## config.mk

```make
export PLATFORM = sky130hd
export DESIGN_NAME = light_conflict_monitor
export DESIGN_NICKNAME = d
export VERILOG_FILES = /design/src/rtl/light_conflict_monitor.sv
export SDC_FILE = /design/constraint.sdc
export NUM_CORES = 1
export LEC_CHECK = 0
export ABC_AREA = 1
export CORE_UTILIZATION = 53
export CTS_BUF_LIST = sky130_fd_sc_hd__clkbuf_8
export CTS_CLUSTER_DIAMETER = 120
export CTS_CLUSTER_SIZE = 40
export DETAILED_ROUTE_END_ITERATION = 12
export HOLD_SLACK_MARGIN = 0.08
export PLACE_DENSITY = 0.83
export SLEW_MARGIN = 10
export SYNTH_ARGS = -nofsm -noshare
export SYNTH_HDL_FRONTEND = slang
export SYNTH_SLANG_ARGS = --single-unit
export TNS_END_PERCENT = 100
```

## constraint.sdc

```tcl
create_clock -name clk -period 2.3 [get_ports clk]
set_input_delay 0.345 -clock clk [delete_from_list [all_inputs] [get_ports clk]]
set_output_delay 0.345 -clock clk [all_outputs]
set_load 0.01 [all_outputs]
```

## src/rtl/light_conflict_monitor.sv

```systemverilog
// Traffic-light supervisor: watches the controller's lamp codes for both
// sides, passes legal samples to the lamps with one cycle of latency, and
// latches the first violation into a flashing-red FAULT state.
//
// state   | meaning
// --------+-----------------------------------------------------------
// S_INIT  | lamps red; next sample seeds colours/dwell or faults
// S_MON   | lamps follow inputs delayed one cycle; every sample checked
// S_FAULT | lamps flash red/dark; first fault_code held until clr_fault
module light_conflict_monitor #(
   parameter int YEL_LEN    = 3,
   parameter int GRN_MAX    = 10,
   parameter int FLASH_HALF = 4
) (
   input  logic       clk,
   input  logic       reset,
   input  logic [2:0] lightA,
   input  logic [2:0] lightB,
   input  logic       clr_fault,
   output logic [2:0] lampA,
   output logic [2:0] lampB,
   output logic       fault,
   output logic [2:0] fault_code
);

   localparam logic [2:0] RED = 3'b100;
   localparam logic [2:0] YEL = 3'b010;
   localparam logic [2:0] GRN = 3'b001;
   localparam logic [2:0] DARK = 3'b000;

   // Dwell must represent GRN_MAX+1 and YEL_LEN+1 without wrapping; the
   // counter saturates at all-ones, which is always above both limits.
   localparam int DW_MAX = ((YEL_LEN > GRN_MAX) ? YEL_LEN : GRN_MAX) + 1;
   localparam int DW     = $clog2(DW_MAX + 1);
   localparam int FW     = (FLASH_HALF > 1) ? $clog2(FLASH_HALF) : 1;

   localparam logic [DW-1:0] DWELL_ONE = DW'(1);
   localparam logic [DW-1:0] DWELL_SAT = {DW{1'b1}};
   localparam logic [DW-1:0] YEL_TC    = DW'(YEL_LEN);
   localparam logic [DW-1:0] GRN_TC    = DW'(GRN_MAX);
   localparam logic [FW-1:0] FLASH_TC  = FW'(FLASH_HALF - 1);

   typedef enum logic [1:0] {
      S_INIT,
      S_MON,
      S_FAULT
   } state_t;

   state_t        state;
   logic [2:0]    col_a, col_b;
   logic [DW-1:0] dwell_a, dwell_b;
   logic [FW-1:0] flash_cnt;
   logic          flash_on;

   logic          conflict;
   logic [2:0]    code_a, code_b, side_code, mon_code, init_code;
   logic [DW-1:0] dwell_a_nxt, dwell_b_nxt;

   function automatic logic is_onehot(input logic [2:0] c);
      return (c == RED) || (c == YEL) || (c == GRN);
   endfunction

   // Per-side rule check; conflict is handled separately since it needs both sides.
   function automatic logic [2:0] side_check(input logic [2:0] prev,
                                             input logic [2:0] cur,
                                             input logic [DW-1:0] cnt);
      logic legal_step;
      legal_step = (cur == prev) ||
                   (prev == GRN && cur == YEL) ||
                   (prev == YEL && cur == RED) ||
                   (prev == RED && cur == GRN);
      if (!is_onehot(cur))
         return 3'd2;
      else if (!legal_step)
         return 3'd3;
      else if (prev == YEL && cur == RED && cnt != YEL_TC)
         return 3'd4;
      else if (prev == GRN && cur == GRN && cnt >= GRN_TC)
         return 3'd5;
      else
         return 3'd0;
   endfunction

   function automatic logic [DW-1:0] dwell_next(input logic [2:0] prev,
                                                input logic [2:0] cur,
                                                input logic [DW-1:0] cnt);
      if (cur != prev)
         return DWELL_ONE;
      else if (cnt == DWELL_SAT)
         return cnt;
      else
         return cnt + DWELL_ONE;
   endfunction

   // Violation decode for the current sample; lowest non-zero code wins.
   always_comb begin
      conflict    = (lightA != RED) && (lightB != RED);
      code_a      = side_check(col_a, lightA, dwell_a);
      code_b      = side_check(col_b, lightB, dwell_b);
      dwell_a_nxt = dwell_next(col_a, lightA, dwell_a);
      dwell_b_nxt = dwell_next(col_b, lightB, dwell_b);
      if (code_a == 3'd0)
         side_code = code_b;
      else if (code_b == 3'd0)
         side_code = code_a;
      else
         side_code = (code_a < code_b) ? code_a : code_b;
      mon_code = conflict ? 3'd1 : side_code;
      if (conflict)
         init_code = 3'd1;
      else if (!is_onehot(lightA) || !is_onehot(lightB))
         init_code = 3'd2;
      else
         init_code = 3'd0;
   end

   // Supervisor FSM with registered lamp and fault outputs.
   always_ff @(posedge clk) begin
      if (reset) begin
         state      <= S_INIT;
         lampA      <= RED;
         lampB      <= RED;
         fault      <= 1'b0;
         fault_code <= 3'd0;
         col_a      <= 3'b000;
         col_b      <= 3'b000;
         dwell_a    <= '0;
         dwell_b    <= '0;
         flash_cnt  <= '0;
         flash_on   <= 1'b0;
      end else begin
         case (state)
            S_INIT, S_MON: begin
               if ((state == S_INIT && init_code != 3'd0) ||
                   (state == S_MON && mon_code != 3'd0)) begin
                  state      <= S_FAULT;
                  fault      <= 1'b1;
                  fault_code <= (state == S_INIT) ? init_code : mon_code;
                  lampA      <= RED;
                  lampB      <= RED;
                  flash_cnt  <= FLASH_TC;
                  flash_on   <= 1'b1;
               end else begin
                  state   <= S_MON;
                  lampA   <= lightA;
                  lampB   <= lightB;
                  col_a   <= lightA;
                  col_b   <= lightB;
                  dwell_a <= (state == S_INIT) ? DWELL_ONE : dwell_a_nxt;
                  dwell_b <= (state == S_INIT) ? DWELL_ONE : dwell_b_nxt;
               end
            end
            S_FAULT: begin
               if (clr_fault) begin
                  state      <= S_INIT;
                  fault      <= 1'b0;
                  fault_code <= 3'd0;
                  lampA      <= RED;
                  lampB      <= RED;
               end else if (flash_cnt == '0) begin
                  flash_cnt <= FLASH_TC;
                  flash_on  <= ~flash_on;
                  lampA     <= flash_on ? DARK : RED;
                  lampB     <= flash_on ? DARK : RED;
               end else begin
                  flash_cnt <= flash_cnt - 1'b1;
               end
            end
            default: state <= S_INIT;
         endcase
      end
   end

endmodule

```

Word level (Yosys, flattened, before mapping)
Index checks and enable logic that the tools add are counted.
{"block": "totals", "out_inout_bits": 10, "regBits": 29}
{"block": "classes", "addsub": 3, "order_cmp": 3, "reduce_logical": 44, "n_eq_ne": 31, "muxes": 44, "bitwise_logic": 2}
{"cell": "$mux W3", "n": 20}
{"cell": "$mux W4", "n": 6}
{"cell": "$pmux W3 S2", "n": 3}
{"cell": "$logic_and A1 B1 Y1", "n": 15}
{"cell": "$mux W2", "n": 7}
{"cell": "$eq A3 B1 Y1 const B", "n": 4}
{"cell": "$eq A3 B2 Y1 const B", "n": 4}
{"cell": "$eq A3 B3 Y1 const B", "n": 4}
{"cell": "$logic_or A1 B1 Y1", "n": 12}
{"cell": "$reduce_and A3 Y1", "n": 4}
{"cell": "$ne A3 B3 Y1 const B", "n": 3}
{"cell": "$add A4 B1 Y4 const B", "n": 2}
{"cell": "$eq A4 B4 Y1 const B", "n": 2}
{"cell": "$ge A4 B4 Y1 const B", "n": 2}
{"cell": "$ne A2 B2 Y1 const B", "n": 4}
{"cell": "$ne A4 B2 Y1 const B", "n": 2}
{"cell": "$pmux W2 S2", "n": 2}
{"cell": "$eq A3 B3 Y1", "n": 2}
{"cell": "$logic_not A3 Y1", "n": 2}
{"cell": "$ne A3 B2 Y1 const B", "n": 2}
{"cell": "$ne A3 B3 Y1", "n": 2}
{"cell": "$reduce_bool A3 Y1", "n": 2}
{"cell": "$logic_not A2 Y1", "n": 2}
{"cell": "$mux W1", "n": 4}
{"cell": "other kinds (11)", "n": 15}

Depth between registers and ports, before layout
{"block": "depth", "depth_word": 17, "ltp_mapped": 22, "depth_no_buf": 22}

Worst setup path after synthesis
OpenSTA, ideal clock, no wires.
{"block": "synth_path", "path_type": "reg-to-reg", "startpoint": "register dwell_a[0]", "endpoint": "register lampB[2]", "setup_slack_ps": -74, "stages_incl_launch_ff": 21, "required_ps": 2188, "setup_ps": 112, "path_buffers": 1, "arrival_ps": 2262, "path_cell_list": "dfxtp_1 inv_1 ha_1 o2111ai_1 nand2_1 ha_1 nand3_1 nand2_1 inv_1 nand2_1 nand2_1 nand2_1 nand2_1 nand2_1 nor2_1 nand2_2 nand2_4 buf_6 o211ai_1 nand2_1 nand2_1"}
{"block": "synth_via", "elab_chain_cells": 16, "word_cells_on_any_way": 19}
{"element": "start, declared", "line_no": "51", "rtl": "logic [DW-1:0] dwell_a, dwell_b;"}
{"element": "start signal, assigned", "line_no": "149", "rtl": "dwell_a <= (state == S_INIT) ? DWELL_ONE : dwell_a_nxt;"}
{"element": "$ge A4 B4 Y1", "line_no": "78", "rtl": "else if (prev == GRN && cur == GRN && cnt >= GRN_TC)"}
{"element": "$logic_and A1 B1 Y1", "line_no": "78"}
{"element": "$mux W3", "line_no": "78"}
{"element": "$mux W3 *", "line_no": "76", "rtl": "else if (prev == YEL && cur == RED && cnt != YEL_TC)"}
{"element": "$mux W3 *", "line_no": "74", "rtl": "else if (!legal_step)"}
{"element": "$mux W3 *", "line_no": "72", "rtl": "if (!is_onehot(cur))"}
{"element": "$lt A3 B3 Y1", "line_no": "107", "rtl": "side_code = (code_a < code_b) ? code_a : code_b;"}
{"element": "$mux W3", "line_no": "107"}
{"element": "$mux W3", "line_no": "104", "rtl": "else if (code_b == 3'd0)"}
{"element": "$mux W3 *", "line_no": "102", "rtl": "if (code_a == 3'd0)"}
{"element": "$mux W3 *", "line_no": "108", "rtl": "mon_code = conflict ? 3'd1 : side_code;"}
{"element": "$reduce_bool A3 Y1 *", "line_no": "135", "rtl": "(state == S_MON && mon_code != 3'd0)) begin"}
{"element": "$logic_and A1 B1 Y1 *", "line_no": "135"}
{"element": "$logic_or A1 B1 Y1 *", "line_no": "134", "rtl": "if ((state == S_INIT && init_code != 3'd0) ||"}
{"element": "$mux W3 *", "line_no": "134"}
{"element": "$pmux W3 S2 *", "line_no": "132", "rtl": "case (state)"}
{"element": "end signal, assigned", "line_no": "146", "rtl": "lampB <= lightB;"}
{"element": "end signal, assigned", "line_no": "164", "rtl": "lampB <= flash_on ? DARK : RED;"}
{"element": "end, declared", "line_no": "21", "rtl": "output logic [2:0] lampB,"}
Every way passes the cells marked *; elsewhere a longest branch is shown, timed or not.
A chain may end at the register's enable or synchronous reset.

Final worst setup path
{"block": "layout_path", "startpoint": "register col_a[0]", "endpoint": "register fault_code[2]"}
{"block": "layout_via", "elab_chain_cells": 17, "word_cells_on_any_way": 31}
{"element": "start, declared", "line_no": "50", "rtl": "logic [2:0] col_a, col_b;"}
{"element": "start signal, assigned", "line_no": "147", "rtl": "col_a <= lightA;"}
{"element": "$eq A3 B1 Y1", "line_no": "69, 78"}
{"element": "$logic_and A1 B1 Y1 (on tied branches)", "line_no": "78, 69"}
{"element": "$logic_and A1 B1 Y1 / $logic_or A1 B1 Y1 (equally long branches)", "line_no": "78, 68"}
{"element": "$mux W3 / $logic_or A1 B1 Y1 (equally long branches)", "line_no": "78, 69"}
{"element": "$mux W3 / $logic_or A1 B1 Y1 (equally long branches)", "line_no": "76, 70"}
{"element": "$mux W3 *", "line_no": "74"}
{"element": "$mux W3 *", "line_no": "72"}
{"element": "$lt A3 B3 Y1", "line_no": "107"}
{"element": "$mux W3", "line_no": "107"}
{"element": "$mux W3", "line_no": "104"}
{"element": "$mux W3 *", "line_no": "102"}
{"element": "$mux W3 *", "line_no": "108"}
{"element": "$reduce_bool A3 Y1", "line_no": "135"}
{"element": "$logic_and A1 B1 Y1", "line_no": "135"}
{"element": "$logic_or A1 B1 Y1", "line_no": "134"}
{"element": "$ne A2 B2 Y1 (no line)"}
{"element": "$reduce_and A3 Y1 (no line)"}
{"element": "end signal, assigned", "line_no": "138", "rtl": "fault_code <= (state == S_INIT) ? init_code : mon_code;"}
{"element": "end, declared", "line_no": "23", "rtl": "output logic [2:0] fault_code"}
Every way passes the cells marked *; elsewhere a longest branch is shown, timed or not. The select of a mux whose other input is x is not followed.

==> PnR_summary.wiki <==
{| class="wikitable"
! Metric !! Value
|-
| Via count of the first global-routing pass || 2634
|-
| DP Cell Count || 430
|-
| Highest Clock Rate || 340 MHz
|-
| Kind of path behind the tightest hold check || reg -> reg
|-
| DRC violation total after the first TritonRoute iteration || 451
|-
| Global-route wire length before repair || 12.4 mm
|-
| Number of H-tree levels || 2
|-
| Critical R2R Launch || col_a[0]
|-
| Static Leakage || 1.52 nW
|-
| P&R area growth vs syn || 66.6%
|-
| Headroom to the max-slew limit || 61.8%
|-
| Number of nets with antenna violations after routing || 0
|-
| Commonest cells in the synthesized netlist || 83 x nand2_1, 54 x nor2_1, 44 x inv_1
|-
| Worst min-delay path endpoint || lampB[1]
|-
| Leading post-synthesis cells by cell area || dfxtp_1 30%, nand2_1 16%, nor2_1 11%, inv_1 8.6%, nand3_1 7.3%
|-
| # DRC || 0
|-
| Leading register cell type out of synthesis || dfxtp_1
|-
| Number of warnings issued by yosys || 0
|-
| GR Layer Usage met1 || 48.0%
|-
| Maximum number of pins on one net before global-route repair || 18
|-
| Grt peak-use layer || met2
|-
| Routed WL || 9.93 mm
|-
| Routing usage on met2 || 69.2%
|-
| Final cycle utilization of the critical path || 128%
|-
| Max FO, Critical Path || 8
|-
| Worst reg2reg setup slack || -650 ps
|-
| Synthesized netlist net count || 328
|-
| Worst R2R End || fault_code[2]
|-
| Count of vias placed by the detailed router || 3014
|-
| Power density over the cells || 560 nW/um^2
|-
| HPWL after detailed placement || 3.85 mm
|-
| Count leader, synth || nand2_1
|-
| Crit. End Element || register
|-
| Maximum clock path buffer count || 2
|-
| Hold Vio Cnt, Final || 0
|-
| Chip width || 62.3 um
|-
| Maximum Capacitance Violations || 0
|-
| Hold path start || lampB[1]
|-
| Post-Synthesis Cell Area || 1930 um^2
|-
| Final Setup Violations || 29
|-
| Number of instances in the synthesized netlist || 313
|-
| Total die area || 3880 um^2
|-
| Post-synthesis average cell area || 6.16 um^2
|-
| RSZ-0062 raised after global routing || true
|-
| Sequential cell area fraction in the yosys report || 30.1%
|-
| Cell count of the worst reg-to-reg path || 17
|-
| Count of buffers inserted at the top-level ports || 18
|-
| Reg clk slew, reported paths || 70 ps
|-
| Synthesized flop and latch total || 29
|-
| Met3 track utilization from global routing || 7.54%
|-
| Die Ht || 62.3 um
|-
| CTS tree || done
|-
| Peak supply drop || 0.000536 V
|-
| Worst hold path cell count || 2
|-
| Share of the synthesized area in the top cell type || 30.1%
|-
| Sort of element at the start of the critical path || register
|-
| Clock period minus final worst setup slack || 2950 ps
|-
| Number of buffers inserted during clock tree synthesis || 5
|-
| Row Count || 21
|-
| Async set-or-reset flop fraction in the synthesized netlist || 0%
|-
| Count of boundary I/O pins || 19
|-
| Run status || finished, violations left
|-
| Transition time of the tightest slew-check pin || 571 ps
|-
| Total congestion overflow || 0
|-
| DP Worst Slack || -807 ps
|-
| Clock latency of the later-clocked register in the worst-skew pair || 310 ps
|-
| Number of max-slew violations in the final report || 0
|-
| Global Route Usage Sum || 40.8%
|-
| Initial cell density of the core || 56.4%
|-
| EDFF count, synth || 0
|-
| Count of hold-fix buffers inserted at cts || 0
|-
| Unique cell type count in the Yosys netlist || 26
|-
| Via-to-Cell Ratio || 6.52
|-
| Antenna Cells || 0
|-
| Average wire per standard cell || 21.5 um
|-
| Pre-Repair DR Iteration Count || 6
|-
| Fin Clk Skew || 8.50 ps
|-
| Core Box Area || 3420 um^2
|-
| TritonCTS sink count || 29
|-
| CTS root buffer || clkbuf_8
|-
| Violated checks || negative setup slack
|-
| RePlAce Congestion || 0.970
|-
| Worst path setup slack after routing || -645 ps
|-
| Classification of the worst setup path || reg -> reg
|-
| Data arrival time of the critical path || 3140 ps
|-
| Antenna violations before repair || 0
|-
| Final instance count without filler cells || 462
|-
| Fraction of final layout cells with drive strength greater than 1 || 41.8%
|-
| Net count, final || 430
|-
| Cell taking the most area after synthesis || dfxtp_1
|-
| Worst endpoint required time || 2500 ps
|}
## through the flow
stage / setup TNS [ps] / utilization, % / hold slack, ps / power (mW) / instance area (um^2)
global route: -19260 / 94.0 / 510 / 1.84 / 3210
floorplan: 0 / - / 455 / 0.840 / 1940
detailed placement: -21210 / 75.6 / 458 / 1.04 / 2580
finish: -12780 / 94.0 / 506 / 1.80 / 3210
global placement: -16890 / 75.6 / 453 / 1.03 / 2580
CTS: -5130 / 87.4 / 469 / 1.59 / 2990
## registers in the layout (all words and copies together), names as in the netlist
name / flops
col_a: 3
flash_on: 1
lampB: 3
fault: 1
lampA: 3
flash_cnt: 2
fault_code: 3
col_b: 3
state: 2
dwell_b: 4
dwell_a: 4
## worst max path at each step
stage	startpoint	end	slack, ps
after floorplan	dwell_b[0]	lampB[2]	8
final	col_a[0]	fault_code[2]	-650
after global placement	lightB[1]	dwell_a[2]	-640
after detailed placement	lightB[0]	col_b[1]	-810
after global routing	col_a[0]	fault_code[2]	-950
after CTS	dwell_b[0]	dwell_a[0]	-240
## repair_timing
action | in CTS | in global routing
hold endpoints to repair | 0 | 0
gates cloned | 1 | 0
gates resized for setup | 43 | 50
buffers inserted | 18 | 5
endpoints found under the setup margin | 29 | 29
pin swaps | 25 | 25
## layout by cell type (no fill, tap or decap), types with 7 or more instances in the layout
cell,instances
inv_1,36
nor2_1,42
clkdlybuf4s50_1,12
nand2_2,10
clkbuf_8,7
a21oi_1,8
dfxtp_1,22
nand3_1,20
nor2_2,7
nand2_1,70
inv_2,11
dfxtp_2,7
a21oi_2,13
buf_4,77
nand3_2,12
nand2_4,7
## worst max-delay path, stage by stage, from the launching register on
cell,delay [ps]
dfxtp_1,370
buf_4,170
xnor2_1,300
nand2_1,140
nor2_1,120
nor2_1,70
nor2_2,170
nand3_2,150
o21ai_1,200
a21oi_1,80
nand2_1,100
nand2_1,90
nor2_4,110
nand2_4,100
nand2_8,130
buf_4,170
nand3_1,80
a21oi_1,290
## final cells by class
| cell class | count | area [um^2] |
|---|---|---|
| Fill cell | 115 | 206 |
| Tap cell | 46 | 57.6 |
| Timing Repair Buffer | 100 | 816 |
| Clock inverter | 1 | 5.00 |
| Sequential cell | 29 | 589 |
| Clock buffer | 7 | 96.3 |
| Multi-Input combinational cell | 232 | 1470 |
| Inverter | 47 | 176 |
## cell families after synthesis
kind of cell	after synthesis	synth area share [%]
AO/OA/AOI/OAI	34	9.87
buffers and inverters	53	11.2
AND/OR/NAND/NOR	183	41.3
XOR/XNOR	8	3.64
flip-flops	29	30.1
adder cells (fa/ha/maj)	6	3.90
## where the power goes
part	internal, mW	leakage [nW]	switching (mW)	total [mW]
Combinational	0.293	1.22	0.407	0.700
Sequential	0.548	0.241	0.0467	0.594
Clock	0.271	0.0542	0.232	0.503
## routing by layer
layer / up-vias / share of wire (%)
met5: - / 0
met2: 339 / 43
met3: 140 / 13
met4: 0 / 10
li1: 1204 / -
met1: 1331 / 34
Power figures use the tool's default switching activity.
